$ cat config.mk
export PLATFORM = sky130hd
export DESIGN_NAME = alu_arbiter_flat
export DESIGN_NICKNAME = d
export VERILOG_FILES = /design/src/rtl/alu_pkg.sv /design/src/rtl/alu_arbiter_if.sv /design/src/rtl/rr_arb2.sv /design/src/rtl/alu_arbiter.sv /design/src/flat_wrapper.sv
export SDC_FILE = /design/constraint.sdc
export NUM_CORES = 1
export LEC_CHECK = 0
export ABC_AREA = 1
export CORE_MARGIN = 1
export CORE_UTILIZATION = 24
export CTS_CLUSTER_DIAMETER = 200
export DETAILED_ROUTE_END_ITERATION = 8
export PLACE_DENSITY = 0.65
export SLEW_MARGIN = 15
export SYNTH_ARGS = -nofsm -noshare
export SYNTH_HDL_FRONTEND = slang
export SYNTH_SLANG_ARGS = --single-unit
$ cat constraint.sdc
create_clock -name clk -period 3.45 [get_ports clk]
set_input_delay 0.345 -clock clk [delete_from_list [all_inputs] [get_ports clk]]
set_output_delay 0.345 -clock clk [all_outputs]
set_load 0.05 [all_outputs]
$ cat src/rtl/alu_pkg.sv
// alu_pkg: definitions shared by the ALU arbiter slice.
//   - ALU op codes driven onto alu_op
//   - FSM state encoding of the arbiter
//   - default datapath width
package alu_pkg;

  localparam int WIDTH_DEF = 8;

  localparam logic [1:0] ALU_ADD   = 2'b00;
  localparam logic [1:0] ALU_SUB   = 2'b01;
  localparam logic [1:0] ALU_SHIFT = 2'b10;
  localparam logic [1:0] ALU_AND   = 2'b11;

  typedef enum logic [1:0] {
    ST_IDLE = 2'b00,
    ST_EXEC = 2'b01,
    ST_RESP = 2'b10
  } state_t;

  // One-hot vector for a requester index (0 or 1).
  function automatic logic [1:0] port_onehot(input logic idx);
    return idx ? 2'b10 : 2'b01;
  endfunction

endpackage

$ cat src/rtl/alu_arbiter_if.sv
// alu_arbiter_if: request/response bundle between the two requesters and
// the ALU arbiter.
//
// Handshake semantics (both channels, per requester bit i):
//   A transfer happens on a rising clk edge where valid[i] && ready[i].
//   valid must not depend on ready; the payload (op/a/b on the request
//   channel) is held stable by the source while valid is high and not yet
//   accepted. rsp_data is shared by both ports and is only meaningful for
//   the bit of rsp_valid that is set.
//
// Modports:
//   master - requester side (drives requests, accepts responses)
//   slave  - arbiter side
interface alu_arbiter_if #(
  parameter int WIDTH = 8
);
  logic [1:0]       req_valid;
  logic [1:0]       req_ready;
  logic [1:0]       req_op0;
  logic [1:0]       req_op1;
  logic [WIDTH-1:0] req_a0;
  logic [WIDTH-1:0] req_b0;
  logic [WIDTH-1:0] req_a1;
  logic [WIDTH-1:0] req_b1;
  logic [1:0]       rsp_valid;
  logic [1:0]       rsp_ready;
  logic [WIDTH-1:0] rsp_data;

  modport master (
    output req_valid, req_op0, req_op1, req_a0, req_b0, req_a1, req_b1,
    output rsp_ready,
    input  req_ready, rsp_valid, rsp_data
  );

  modport slave (
    input  req_valid, req_op0, req_op1, req_a0, req_b0, req_a1, req_b1,
    input  rsp_ready,
    output req_ready, rsp_valid, rsp_data
  );
endinterface

$ cat src/rtl/rr_arb2.sv
// rr_arb2: two-way round-robin grant, purely combinational.
//   req[1:0]   in   request vector
//   last       in   index of the most recently granted requester
//   grant[1:0] out  one-hot grant (all zero when nothing is requested)
// On contention the requester that was not served last wins, so neither
// side waits more than one operation.
module rr_arb2 (
  input  logic [1:0] req,
  input  logic       last,
  output logic [1:0] grant
);

  always_comb begin
    grant = 2'b00;
    unique case (req)
      2'b01:   grant = 2'b01;
      2'b10:   grant = 2'b10;
      2'b11:   grant = last ? 2'b01 : 2'b10;
      default: grant = 2'b00;
    endcase
  end

endmodule

$ cat src/rtl/alu_arbiter.sv
// alu_arbiter: shares one combinational ALU between two requesters
// (port 0 = execute unit, port 1 = address/PC unit).
//
// Ports:
//   clk, rst_n      clock (rising edge), async active-low reset
//   bus             alu_arbiter_if.slave: req_valid/req_ready/op/a/b in,
//                   rsp_valid/rsp_ready/rsp_data out
//   alu_a, alu_b    registered operands to the external ALU
//   alu_op          registered op code to the external ALU
//   alu_res         combinational result from the external ALU
//   busy            high whenever the FSM is not in IDLE
//   dbg_state       current FSM state
//
// Flow: IDLE grants one requester and latches its op/operands; EXEC gives
// the ALU one cycle to settle and captures the result; RESP presents the
// result to the issuing requester until it accepts.
module alu_arbiter
  import alu_pkg::*;
#(
  parameter int WIDTH = WIDTH_DEF
) (
  input  logic             clk,
  input  logic             rst_n,
  alu_arbiter_if.slave     bus,
  output logic [WIDTH-1:0] alu_a,
  output logic [WIDTH-1:0] alu_b,
  output logic [1:0]       alu_op,
  input  logic [WIDTH-1:0] alu_res,
  output logic             busy,
  output state_t           dbg_state
);

  state_t           state, state_nxt;
  logic             last;      // most recently granted requester
  logic             id;        // owner of the operation in flight
  logic [WIDTH-1:0] res_q;
  logic [1:0]       grant;
  logic             accept;
  logic             gsel;      // index of the granted requester

  rr_arb2 u_rr_arb2 (
    .req   (bus.req_valid),
    .last  (last),
    .grant (grant)
  );

  // grant is only non-zero for a valid requester, so any grant in IDLE is
  // a completed request handshake.
  assign accept = (state == ST_IDLE) && (grant != 2'b00);
  assign gsel   = grant[1];

  // Next state and handshake outputs.
  always_comb begin
    state_nxt     = state;
    bus.req_ready = 2'b00;
    bus.rsp_valid = 2'b00;
    unique case (state)
      ST_IDLE: begin
        bus.req_ready = grant;
        if (accept) state_nxt = ST_EXEC;
      end
      ST_EXEC: begin
        state_nxt = ST_RESP;
      end
      ST_RESP: begin
        bus.rsp_valid = port_onehot(id);
        // Only the owner's rsp_ready bit completes the response.
        if (bus.rsp_ready[id]) state_nxt = ST_IDLE;
      end
      default: begin
        state_nxt = ST_IDLE;
      end
    endcase
  end

  always_ff @(posedge clk or negedge rst_n) begin
    if (!rst_n) begin
      state <= ST_IDLE;
    end else begin
      state <= state_nxt;
    end
  end

  // Datapath registers. alu_* only change on acceptance so the ALU inputs
  // never glitch between operations.
  always_ff @(posedge clk or negedge rst_n) begin
    if (!rst_n) begin
      last   <= 1'b1;
      id     <= 1'b0;
      alu_a  <= '0;
      alu_b  <= '0;
      alu_op <= ALU_ADD;
      res_q  <= '0;
    end else begin
      if (accept) begin
        id     <= gsel;
        last   <= gsel;
        alu_op <= gsel ? bus.req_op1 : bus.req_op0;
        alu_a  <= gsel ? bus.req_a1  : bus.req_a0;
        alu_b  <= gsel ? bus.req_b1  : bus.req_b0;
      end
      if (state == ST_EXEC) begin
        res_q <= alu_res;
      end
    end
  end

  assign bus.rsp_data = res_q;
  assign busy         = (state != ST_IDLE);
  assign dbg_state    = state;

endmodule
$ cat src/flat_wrapper.sv
// flat-port wrapper written by rule: the top's interface ports become plain ports
module alu_arbiter_flat import alu_pkg::*;
#(
  parameter int WIDTH = WIDTH_DEF
)
  (clk, rst_n, alu_a, alu_b, alu_op, alu_res, busy, dbg_state, bus_req_valid, bus_req_op0, bus_req_op1, bus_req_a0, bus_req_b0, bus_req_a1, bus_req_b1, bus_rsp_ready, bus_req_ready, bus_rsp_valid, bus_rsp_data);
  alu_arbiter_if #(.WIDTH(WIDTH)) bus_i ();
  input  logic clk;
  input  logic rst_n;
  output logic [WIDTH-1:0] alu_a;
  output logic [WIDTH-1:0] alu_b;
  output logic [1:0] alu_op;
  input  logic [WIDTH-1:0] alu_res;
  output logic busy;
  output state_t dbg_state;
  input wire logic [$bits(bus_i.req_valid)-1:0] bus_req_valid;
  input wire logic [$bits(bus_i.req_op0)-1:0] bus_req_op0;
  input wire logic [$bits(bus_i.req_op1)-1:0] bus_req_op1;
  input wire logic [$bits(bus_i.req_a0)-1:0] bus_req_a0;
  input wire logic [$bits(bus_i.req_b0)-1:0] bus_req_b0;
  input wire logic [$bits(bus_i.req_a1)-1:0] bus_req_a1;
  input wire logic [$bits(bus_i.req_b1)-1:0] bus_req_b1;
  input wire logic [$bits(bus_i.rsp_ready)-1:0] bus_rsp_ready;
  output wire logic [$bits(bus_i.req_ready)-1:0] bus_req_ready;
  output wire logic [$bits(bus_i.rsp_valid)-1:0] bus_rsp_valid;
  output wire logic [$bits(bus_i.rsp_data)-1:0] bus_rsp_data;
  assign bus_i.req_valid = bus_req_valid;
  assign bus_i.req_op0 = bus_req_op0;
  assign bus_i.req_op1 = bus_req_op1;
  assign bus_i.req_a0 = bus_req_a0;
  assign bus_i.req_b0 = bus_req_b0;
  assign bus_i.req_a1 = bus_req_a1;
  assign bus_i.req_b1 = bus_req_b1;
  assign bus_i.rsp_ready = bus_rsp_ready;
  assign bus_req_ready = bus_i.req_ready;
  assign bus_rsp_valid = bus_i.rsp_valid;
  assign bus_rsp_data = bus_i.rsp_data;
  alu_arbiter #(.WIDTH(WIDTH)) u_core (.clk(clk), .rst_n(rst_n), .bus(bus_i), .alu_a(alu_a), .alu_b(alu_b), .alu_op(alu_op), .alu_res(alu_res), .busy(busy), .dbg_state(dbg_state));
endmodule
==> qor.yml <==
status: "completed"
die_area_sq_mm: 0.00654
fin_cells: 354
area_growth_pct: 62.5
synthAdderAreaFrac_pct: 0
synth_seq_cells: 30
hold_buffers: 0
synth_top_family_by_area: "simple AND/OR/NAND/NOR gates"
via_count: 1496
synthesis.area_sq_mm: 0.00149
seq_area_sq_um: 752
design_area_sq_mm: 0.00243
avgSynthCellArea_sq_um: 7.58
drive_gt1_share_pct: 5.73
portBuffers: 82
core_area_sq_mm: 0.00596
relSlewSlack_pct: 44.2
final_cell_mix: "nand2_1 (110), clkdlybuf4s50_1 (82), dfrtp_1 (29), nand3_1 (27), clkbuf_8 (6)"
ys_warn_count: 0
min_period_ns: 2.60
arrival_ns: 2.25
rows: 28
fillers: 628
die_w_microns: 80.9
synth.net_count: 247
vias_per_cell: 4.23
dpl_cell_area_sq_mm: 0.00234
cpMaxStageDelayCell: "clkdlybuf4s50_1"
endpoint_kind: "primary output"
netlist-cell-type-count: 17
start_util_pct: 25.1
cts_tree: "done"
cts_sinks: 30
p_total_mw: 2.41
cts-htree-levels: 2
worstPathCellList: "clkdlybuf4s50_1 -> nand2_2 -> nand3_1 -> inv_1 -> clkdlybuf4s50_1"
synth_compound_area_share_pct: 1.59
io_pins: 83
firstDrtPassIters: 4
ctsLongestPathBuffers: 2
grt_first_pass_wirelength_microns: 6470
ant_nets: 0
fin_setup_tns_ns: 0
power_density_mw_per_mm2: 994
wl_microns: 4030
slowest_delay_ns: 0.80
hold_viol: 0
skew_ns: 0.00236
placed_cells: 346
final_common_cell: "nand2_1"
finalCritPeriodShare_pct: 75.3
slew_violations: 0
remaining_drc_errors: 0
gp_congestion: 0.733
crit_required_ns: 3.11
antenna_cells: 0
hpwl_microns: 2910
wire_per_inst_microns: 11.4
clk_pin_slew_ns: 0.06
crit_path_frequent_cell: "clkdlybuf4s50_1"
synth_mux_area_share_pct: 0
postCtsSetupBuffers: 0
path_class: "in2out"
setup_viol: 0
multiInputGateArea_sq_um: 633
p_leak_nw: 1.19
overflow: 0
cp_max_fo: 20
postSynthCellCount: 197
yosys.area_share.simple_pct: 40.8
grt_setup_unrepaired: "no"
min_path_type: "in2async"
crit_path_start_kind: "input pin"
antenna_found_initial: 0
grt_pass1_vias: 1423
synth_xor_area_share_pct: 0
cts.repair.resized: 0
drv_cap: 0
finalCoreUtilization_pct: 40.8
cts_buffers: 5
grt_use_total_pct: 13.2
drt_iter0_drc: 54
vdd_ir_drop_max_mv: 0.352
fin_nets: 328
clock.fmax_mhz: 385
worst_pin_slew_ns: 0.836
die_h_microns: 80.9
root_buffer: "clkbuf_8"
synth-seq-area-share_pct: 50.3
grt_max_degree: 31
clk_latency_ns: 0.27
-- cell type report --
class	instances	share of cell area (%)
Inverter	6	0.928
Sequential cell	30	31.0
Tap cell	75	3.87
Timing Repair Buffer	84	34.4
Clock buffer	8	3.71
Multi-Input combinational cell	151	26.1
-- power breakdown --
group | switching, mW | leakage, nW | total, mW | internal (mW)
Combinational | 1.01 | 0.772 | 1.48 | 0.474
Clock | 0.120 | 0.0455 | 0.282 | 0.162
Sequential | 0.120 | 0.370 | 0.647 | 0.527
-- worst max-delay path: cells and delay by family --
| kind | cells | cell delay [ns] |
|---|---|---|
| simple gates | 2 | 0.53 |
| buf+inv | 3 | 1.38 |
-- flip-flops by register name (all words and copies together) (netlist names) --
signal and count:
u_core.alu_a 8, u_core.alu_b 8, u_core.bus.rsp_data 8, u_core.alu_op 2, u_core.dbg_state 2, u_core.id 1
u_core.last 1
-- per-layer routing --
layer / track usage, % / vias up / part of all wire (%)
met2: 21.8 / 68 / 45
met5: 0 / - / 0
met3: 5.28 / 4 / 9.9
met4: 4.29 / 0 / 1.1
li1: - / 770 / -
met1: 15.5 / 654 / 44
-- Yosys cell counts (all sizes together) --
| cell type | number | area share, % |
|---|---|---|
| nand2 | 113 | 29 |
| dfrtp | 29 | 49 |
| nand3 | 28 | 9.7 |
| buf | 10 | 5.8 |
| nor2 | 6 | 2.2 |
| inv | 5 | 1.3 |
| o21ai | 3 | 1.3 |
| a21oi | 1 | 0.33 |
| clkinv | 1 | 0.25 |
| dfstp | 1 | 1.8 |
-- path summary, 6_finish.rpt --
check	cells past startpoint	from	slack (ns)	endpoint
worst min register to register	2	u_core.bus.rsp_data[1]$_DFFE_PN0N_	0.47	u_core.bus.rsp_data[1]$_DFFE_PN0N_
worst max register to register	5	u_core.dbg_state[0]$_DFFE_PN0P_	1.71	u_core.alu_op[0]$_DFFE_PN0P_
worst min-delay path	2	rst_n	0.46	u_core.bus.rsp_data[6]$_DFFE_PN0N_
max in group asynchronous	2	rst_n	2.66	u_core.last$_DFFE_PN1P_
min in group clk	2	u_core.bus.rsp_data[1]$_DFFE_PN0N_	0.47	u_core.bus.rsp_data[1]$_DFFE_PN0N_
worst max-delay path	5	bus_req_valid[0]	0.85	bus_req_ready[1]
-- metrics by stage --
step                      hold slack, ns  setup slack [ns]
after floorplan                   0.0494              1.18
after global placement             0.453             0.855
after detailed placement           0.465             0.819
after CTS                          0.481             0.818
after global routing               0.501             0.732
final                              0.463             0.852
-- cells by family (layout without fill, tap and decap cells) --
family | count (synthesis) | count (layout)
AOI/OAI and AO/OA | 4 | 4
buffers and inverters | 16 | 98
DFF | 30 | 30
and+or+nand+nor | 147 | 147
Power figures use the tool's default switching activity.
